==> src/rtl/cmp_pkg.sv <==
// Shared types and the per-bit decision rule for the serial magnitude comparator.
// The comparator scans MSB-first, so the first differing bit settles the result.
package cmp_pkg;

   typedef enum logic [1:0] {
      IDLE,
      SCAN,
      DONE
   } cmp_state_e;

   typedef enum logic [1:0] {
      RES_NONE,
      RES_EQ,
      RES_LT,
      RES_GT
   } cmp_result_e;

   // The sign bit carries negative weight, so a 1 there makes the operand smaller.
   function automatic cmp_result_e bit_decide(
      input logic a_bit,
      input logic b_bit,
      input logic is_sign_bit,
      input logic is_signed
   );
      if (a_bit == b_bit) begin
         return RES_NONE;
      end
      if (is_signed && is_sign_bit) begin
         return a_bit ? RES_LT : RES_GT;
      end
      return a_bit ? RES_GT : RES_LT;
   endfunction

endpackage

==> src/rtl/serial_mag_comparator.sv <==
// Bit-serial MSB-first magnitude comparator with valid/ready handshakes on both sides.
// One bit per clock; optionally stops at the first differing bit.
module serial_mag_comparator
   import cmp_pkg::*;
#(
   parameter int WIDTH      = 8,
   parameter bit EARLY_EXIT = 1'b1
) (
   input  logic             clk,
   input  logic             rst_n,
   input  logic             in_valid,
   output logic             in_ready,
   input  logic [WIDTH-1:0] in_a,
   input  logic [WIDTH-1:0] in_b,
   input  logic             in_signed,
   output logic             out_valid,
   input  logic             out_ready,
   output logic             res_eq,
   output logic             res_lt,
   output logic             res_gt,
   output logic             busy
);

   localparam int            CW      = $clog2(WIDTH);
   localparam logic [CW-1:0] CNT_TOP = CW'(WIDTH - 1);

   cmp_state_e    r_state;
   cmp_state_e    w_state_nxt;
   logic [WIDTH-1:0] r_sh_a;
   logic [WIDTH-1:0] r_sh_b;
   logic          r_signed;
   logic [CW-1:0] r_cnt;
   cmp_result_e   r_result;

   cmp_result_e   w_bit_res;
   logic          w_record;
   logic          w_scan_last;

   // The counter sits at CNT_TOP only on the first scan cycle, i.e. the sign bit.
   assign w_bit_res   = bit_decide(r_sh_a[WIDTH-1], r_sh_b[WIDTH-1],
                                   (r_cnt == CNT_TOP), r_signed);
   assign w_record    = (r_state == SCAN) && (r_result == RES_NONE) &&
                        (w_bit_res != RES_NONE);
   assign w_scan_last = (r_cnt == '0) || (EARLY_EXIT && w_record);

   // NOTE: sequential state uses non-blocking assignments so every register
   // samples the pre-edge values regardless of block ordering.
   always_ff @(posedge clk) begin
      if (!rst_n) begin
         r_state <= IDLE;
      end else begin
         r_state <= w_state_nxt;
      end
   end

   // NOTE: the default assignment first keeps this block free of inferred latches.
   always_comb begin
      w_state_nxt = r_state;
      case (r_state)
         IDLE:    if (in_valid)    w_state_nxt = SCAN;
         SCAN:    if (w_scan_last) w_state_nxt = DONE;
         DONE:    if (out_ready)   w_state_nxt = IDLE;
         default: w_state_nxt = IDLE;
      endcase
   end

   // NOTE: the datapath is small, so it is fully reset; a discarded compare
   // leaves no stale operand bits behind.
   always_ff @(posedge clk) begin
      if (!rst_n) begin
         r_sh_a   <= '0;
         r_sh_b   <= '0;
         r_signed <= 1'b0;
         r_cnt    <= '0;
         r_result <= RES_NONE;
      end else begin
         case (r_state)
            IDLE: begin
               if (in_valid) begin
                  r_sh_a   <= in_a;
                  r_sh_b   <= in_b;
                  r_signed <= in_signed;
                  r_cnt    <= CNT_TOP;
                  r_result <= RES_NONE;
               end
            end
            SCAN: begin
               if (w_record) begin
                  r_result <= w_bit_res;
               end else if (w_scan_last && (r_result == RES_NONE)) begin
                  r_result <= RES_EQ;
               end
               r_sh_a <= {r_sh_a[WIDTH-2:0], 1'b0};
               r_sh_b <= {r_sh_b[WIDTH-2:0], 1'b0};
               if (r_cnt != '0) begin
                  r_cnt <= r_cnt - CW'(1);
               end
            end
            DONE: begin
               if (out_ready) begin
                  r_result <= RES_NONE;
               end
            end
            default: r_result <= RES_NONE;
         endcase
      end
   end

   assign in_ready  = (r_state == IDLE);
   assign out_valid = (r_state == DONE);
   assign busy      = (r_state != IDLE);

   // With fixed latency a decision is recorded mid-scan, so results are gated by out_valid.
   assign res_eq = out_valid && (r_result == RES_EQ);
   assign res_lt = out_valid && (r_result == RES_LT);
   assign res_gt = out_valid && (r_result == RES_GT);

endmodule

==> config.mk <==
export PLATFORM = sky130hd
export DESIGN_NAME = serial_mag_comparator
export DESIGN_NICKNAME = d
export VERILOG_FILES = /design/src/rtl/cmp_pkg.sv /design/src/rtl/serial_mag_comparator.sv
export SDC_FILE = /design/constraint.sdc
export NUM_CORES = 1
export LEC_CHECK = 0
export BUFFER_PORTS_ARGS = -buffer_cell sky130_fd_sc_hd__buf_2
export CAP_MARGIN = 10
export CORE_MARGIN = 3
export CORE_UTILIZATION = 53
export DETAILED_ROUTE_END_ITERATION = 10
export PLACE_DENSITY = 0.85
export SLEW_MARGIN = 10
export SYNTH_ARGS = -nofsm -noshare
export SYNTH_HDL_FRONTEND = slang
export SYNTH_SLANG_ARGS = --single-unit
==> constraint.sdc <==
create_clock -name clk -period 1.45 [get_ports clk]
set_input_delay 0.145 -clock clk [delete_from_list [all_inputs] [get_ports clk]]
set_output_delay 0.145 -clock clk [all_outputs]
set_load 0.05 [all_outputs]
After elaboration in Yosys (flattened, before gate mapping)
Index checks and enable logic that the tools add are counted.

Bits in writable memories: 0. Memories kept: 0. Word-level logic and storage cells: 63. Flip-flop bits (word level): 24. Memory bits (read-only): 0. Bits in latches: 0. Input port bits: 21.

Equal/unequal tests: 12. Multiply operators: 0. Magnitude comparators: 0. Reduce and logical (&&, ||, !) cells: 20. Add/subtract/negate cells: 1. Shift-type cells: 0. Bitwise logic cells: 0. Div/mod/pow operators: 0. Mux-type cells: 24.

Operators by type and width (count): case mux 8 bit (2 select lines) (2); 2-to-1 mux 2 bit (10); 2-to-1 mux 8 bit (2); case mux 2 bit (3 select lines) (2); AND reduction 3 bit (3); logical AND 1 bit (7); equality test 2 bit (second input constant) (3); 2-to-1 mux 3 bit (2); case mux 3 bit (2 select lines) (1); nonzero test 2 bit (3); 2-to-1 mux 1 bit (5); equality test 2 x 1 -> 1 bit (second input constant) (2); zero test 2 bit (2); inequality test 2 x 1 -> 1 bit (second input constant) (2); inequality test 2 bit (second input constant) (2); AND reduction 2 bit (2); equality test 3 bit (second input constant) (1); zero test 3 bit (1); inequality test 3 x 2 -> 1 bit (second input constant) (1); nonzero test 3 bit (1); subtractor 3 x 1 -> 3 bit (second input constant) (1); equality test 1 bit (1); logical OR 1 bit (1).

Longest topological paths before layout
Depth after elaboration: 13. Gate-level depth with buffers: 6. Depth with buffers taken out: 6.

Least setup slack after synthesis
OpenSTA, ideal clock, no wires.

Kind: register to output. Start: register r_state[0]. End: output res_eq. Cell stages (with the launch flop): 4. Setup slack: -0.471 ns. Data arrival time: 1.776 ns. Buffers on the path: 1. Data required time: 1.305 ns. Cells stage by stage: dfxtp_1 -> buf_4 -> nand2b_1 -> nor3b_1.

Longest elaborated chain between the ends: 2.

Ends and longest elaborated chain: start, declared (RTL line serial_mag_comparator.sv:27) `cmp_state_e r_state;`; start signal, assigned (RTL line serial_mag_comparator.sv:52) `r_state <= w_state_nxt;`; equality test 2 bit (RTL line serial_mag_comparator.sv:110) `assign out_valid = (r_state == DONE);`; logical AND 1 bit (RTL line serial_mag_comparator.sv:114) `assign res_eq = out_valid && (r_result == RES_EQ);`; end, declared (RTL line serial_mag_comparator.sv:18) `output logic res_eq,`.

No other way between the ends.

Final worst setup path
Start: register r_state[0]. End: output res_gt.

Longest elaborated chain between the ends: 2.

Ends and longest elaborated chain: equality test 2 bit (RTL line serial_mag_comparator.sv:110); logical AND 1 bit (RTL line serial_mag_comparator.sv:116) `assign res_gt = out_valid && (r_result == RES_GT);`; end, declared (RTL line serial_mag_comparator.sv:20) `output logic res_gt,`.

No other way between the ends.

==> results.py <==
metrics = {
    "setup_path": {
        "path_cells": "nand2b_4 > clkinvlp_4 > and3_4 > buf_6",
        "critPathLaunchType": "register",
        "required_ns": 1.31,
        "crit_path_max_incr_delay_ns": 0.36,
        "rrSetupSlack_ns": 0.13,
        "worstPathArrival_ns": 1.24,
        "r2r-start": "r_state[1]",
        "reg2reg_depth": 4,
        "crit_path_max_fanout": 4,
        "r2r_end": "r_result[0]",
        "worstSetupPathType": "reg -> out",
        "cpMaxStageDelayCell": "dfxtp_2",
        "end_kind": "primary output",
    },
    "cells_and_area": {
        "final_cell_mix": "24 x buf_2, 19 x dfxtp_1, 15 x nand2_1, 15 x mux2i_1, 14 x o211a_1",
        "drive_gt1_share_pct": 33.8,
        "synthToLayoutAreaGrowth_pct": 22.7,
        "final_util_pct": 69.6,
        "fin_area_sq_mm": 0.00155,
        "mostFrequentLayoutCell": "buf_2",
        "final_cells": 188,
        "nNetsFinal": 185,
        "diodes": 0,
    },
    "floorplan": {
        "core_area_sq_mm": 0.00223,
        "num_rows": 17,
        "io_pins": 27,
        "initial_core_util_pct": 56.7,
        "die_area_sq_mm": 0.00301,
        "die_w_um": 54.9,
        "die_height_um": 54.9,
    },
    "sta": {
        "tightest_slew_ns": 0.381,
        "final.setup.worst_slack_ns": 0.0685,
        "fmax_mhz": 724,
        "finalMaxSlewViolations": 0,
        "max-slew-margin-rel_pct": 74.0,
        "fin_skew_ns": 0.00976,
        "fin_crit_sh_pct": 95.3,
        "rsz0062_at_grt": "false",
        "tns_ns": 0,
        "hold_violations": 0,
        "layout_min_cycle_time_ns": 1.38,
        "setup_viol": 0,
    },
    "yosys": {
        "ys_seq_area_share_pct": 37.9,
        "yosys_register_bits": 24,
        "ys_warn_count": 0,
        "syn_nets": 156,
        "synthCells": 132,
        "yosys.area.top_type_share_pct": 37.9,
        "netlist_area_sq_mm": 0.00127,
        "synth_area_per_cell_sq_um": 9.59,
        "yosys-top-cells-area": "dfxtp_1 38%, mux2i_1 12%, o211a_1 11%",
        "ys_types": 36,
        "synth_area_leader_cell": "dfxtp_1",
    },
    "power": {
        "p_seq_share_pct": 42.9,
        "clkPwrFrac_pct": 24.3,
        "p_sw_w": 0.000626,
        "p_leak_nw": 0.823,
        "power_per_cell_area_mw_per_mm2": 1260,
        "p_sw_share_pct": 31.8,
        "pwr-share-comb_pct": 32.7,
        "peakVddDrop_uv": 869,
        "intPower_w": 0.00134,
    },
    "drt": {
        "vias": 1028,
        "wl_mm": 2.41,
        "drtIter0Drc": 7,
        "detail-route-antenna-nets": 0,
        "wl_per_cell_um": 12.8,
        "via_per_inst": 5.47,
        "first_pass_iters": 4,
        "drc_errors": 0,
    },
    "placement": {
        "placed_area_sq_mm": 0.00145,
        "dp_hpwl_mm": 1.82,
        "post-place-ws_ns": 0.0369,
        "place_congestion": 0.793,
        "dp_cells": 183,
        "io_buffers": 26,
    },
    "hold_path": {
        "hold_depth": 3,
        "hold_path_class": "in -> reg",
        "hold_start": "in_b[0]",
        "min_to": "r_sh_b[0]",
    },
    "clocking": {
        "clock_sinks": 24,
        "clk_latency_ns": 0.31,
        "cts_root_buf": "clkbuf_4",
        "cts_buffers": 3,
        "cts_tree": "yes",
        "ctsHtreeMaxLevel": 1,
        "clk_pin_slew_ns": 0.14,
        "postCtsHoldBufs": 0,
        "clk_path_buf_depth": 2,
    },
    "run": {
        "cap_violations": 0,
    },
    "grt": {
        "grtUsageTotal_pct": 16.8,
        "grt_pass1_vias": 898,
        "grt_overflow": 0,
        "grt_max_degree": 29,
        "grt_pass1_wl_mm": 3.66,
        "antenna_found_initial": 0,
    },
    "outcome": {
        "status": "finished, final reports clean",
    },
}
[cell families after synthesis]
group	after synthesis	synth area share [%]
simple gates	43	18.5
compound gates	29	20.1
flops	24	37.9
buf+inv	16	7.31
mux	15	11.9
fa+ha+maj	3	2.96
xor+xnor	2	1.38
[state kept, by name, summed over array words and instances, names as in the netlist]
| register | cells |
|---|---|
| r_sh_a | 8 |
| r_sh_b | 8 |
| r_cnt | 3 |
| r_result | 2 |
| r_state | 2 |
| r_signed | 1 |
[cell type report]
class | count | area [sq um]
clock buffer | 3 | 22.5
clock inverter | 1 | 30.0
fill | 182 | 679
inverter | 7 | 30.0
multi-input combinational | 92 | 736
sequential | 24 | 489
tap | 28 | 35.0
timing repair buffer | 33 | 211
[cell usage after synthesis]
cell type	instances
a21oi_4	1
inv_1	7
or3_1	1
nor4_1	1
o31a_1	1
ha_1	3
dfxtp_1	24
clkbuf_1	2
xor2_1	1
nand3_1	1
nor2_1	3
buf_6	3
nor3b_1	3
mux2i_1	15
nor2b_1	6
buf_4	2
nand2_1	15
nand2b_4	1
buf_2	2
a22oi_1	2
o22ai_1	2
and2_1	1
xnor2_1	1
a211oi_1	3
nand2b_1	1
a31oi_1	2
nor2_2	2
and3_1	1
o21a_1	1
a21oi_1	1
o211a_1	14
nor3_2	1
a2111oi_0	1
nor4b_1	1
nor3_1	5
o21ai_0	1
[routing by layer]
layer | up-vias | routed length, um | GRT usage [%]
met5 | - | 0 | 0
met4 | 0 | 14 | 3.73
met3 | 2 | 113 | 3.27
met2 | 27 | 1260 | 32.3
met1 | 469 | 1020 | 18.7
li1 | 530 | - | -
[power by group through the flow]
stage / Clock [W] / Combinational (W) / Sequential (W)
6_report: 0.000478 / 0.000643 / 0.000844
5_1_grt: 0.000501 / 0.000714 / 0.000858
4_1_cts: 0.000483 / 0.000626 / 0.000843
3_5_place_dp: 0 / 0.000620 / 0.000852
3_3_place_gp: 0 / 0.000594 / 0.000844
2_1_floorplan: 0 / 0.000508 / 0.000825
[worst max-delay path, delay by kind of cell, from the launching register on]
family | cells | cell delay, ns
flip-flops | 1 | 0.36
AND/OR/NAND/NOR | 2 | 0.33
buffers and inverters | 2 | 0.23
[worst max-delay path by stage]
stage	from	end	slack, ns	depth (start not counted)
finish	r_state[0]	res_gt	0.07	4
global route	r_state[0]	res_lt	0.007	5
CTS	r_state[0]	res_gt	0.02	4
detailed placement	r_cnt[0]	r_result[0]	0.04	6
global placement	r_cnt[0]	r_result[0]	0.10	6
floorplan	r_state[0]	res_eq	-0.04	3
[stage by stage]
step | hold slack (ns) | total power, W
2_1_floorplan | 0.302 | 0.00133
3_3_place_gp | 0.409 | 0.00144
3_5_place_dp | 0.412 | 0.00147
4_1_cts | 0.0806 | 0.00195
5_1_grt | 0.0839 | 0.00207
6_report | 0.0841 | 0.00196
[what timing repair did]
| item | in CTS | in global routing |
|---|---|---|
| endpoints found under the setup margin | 4 | 3 |
| buffers inserted | 0 | 1 |
| resized for setup | 9 | 7 |
| pin swaps | 0 | 1 |
(Power assumes the default switching activity.)
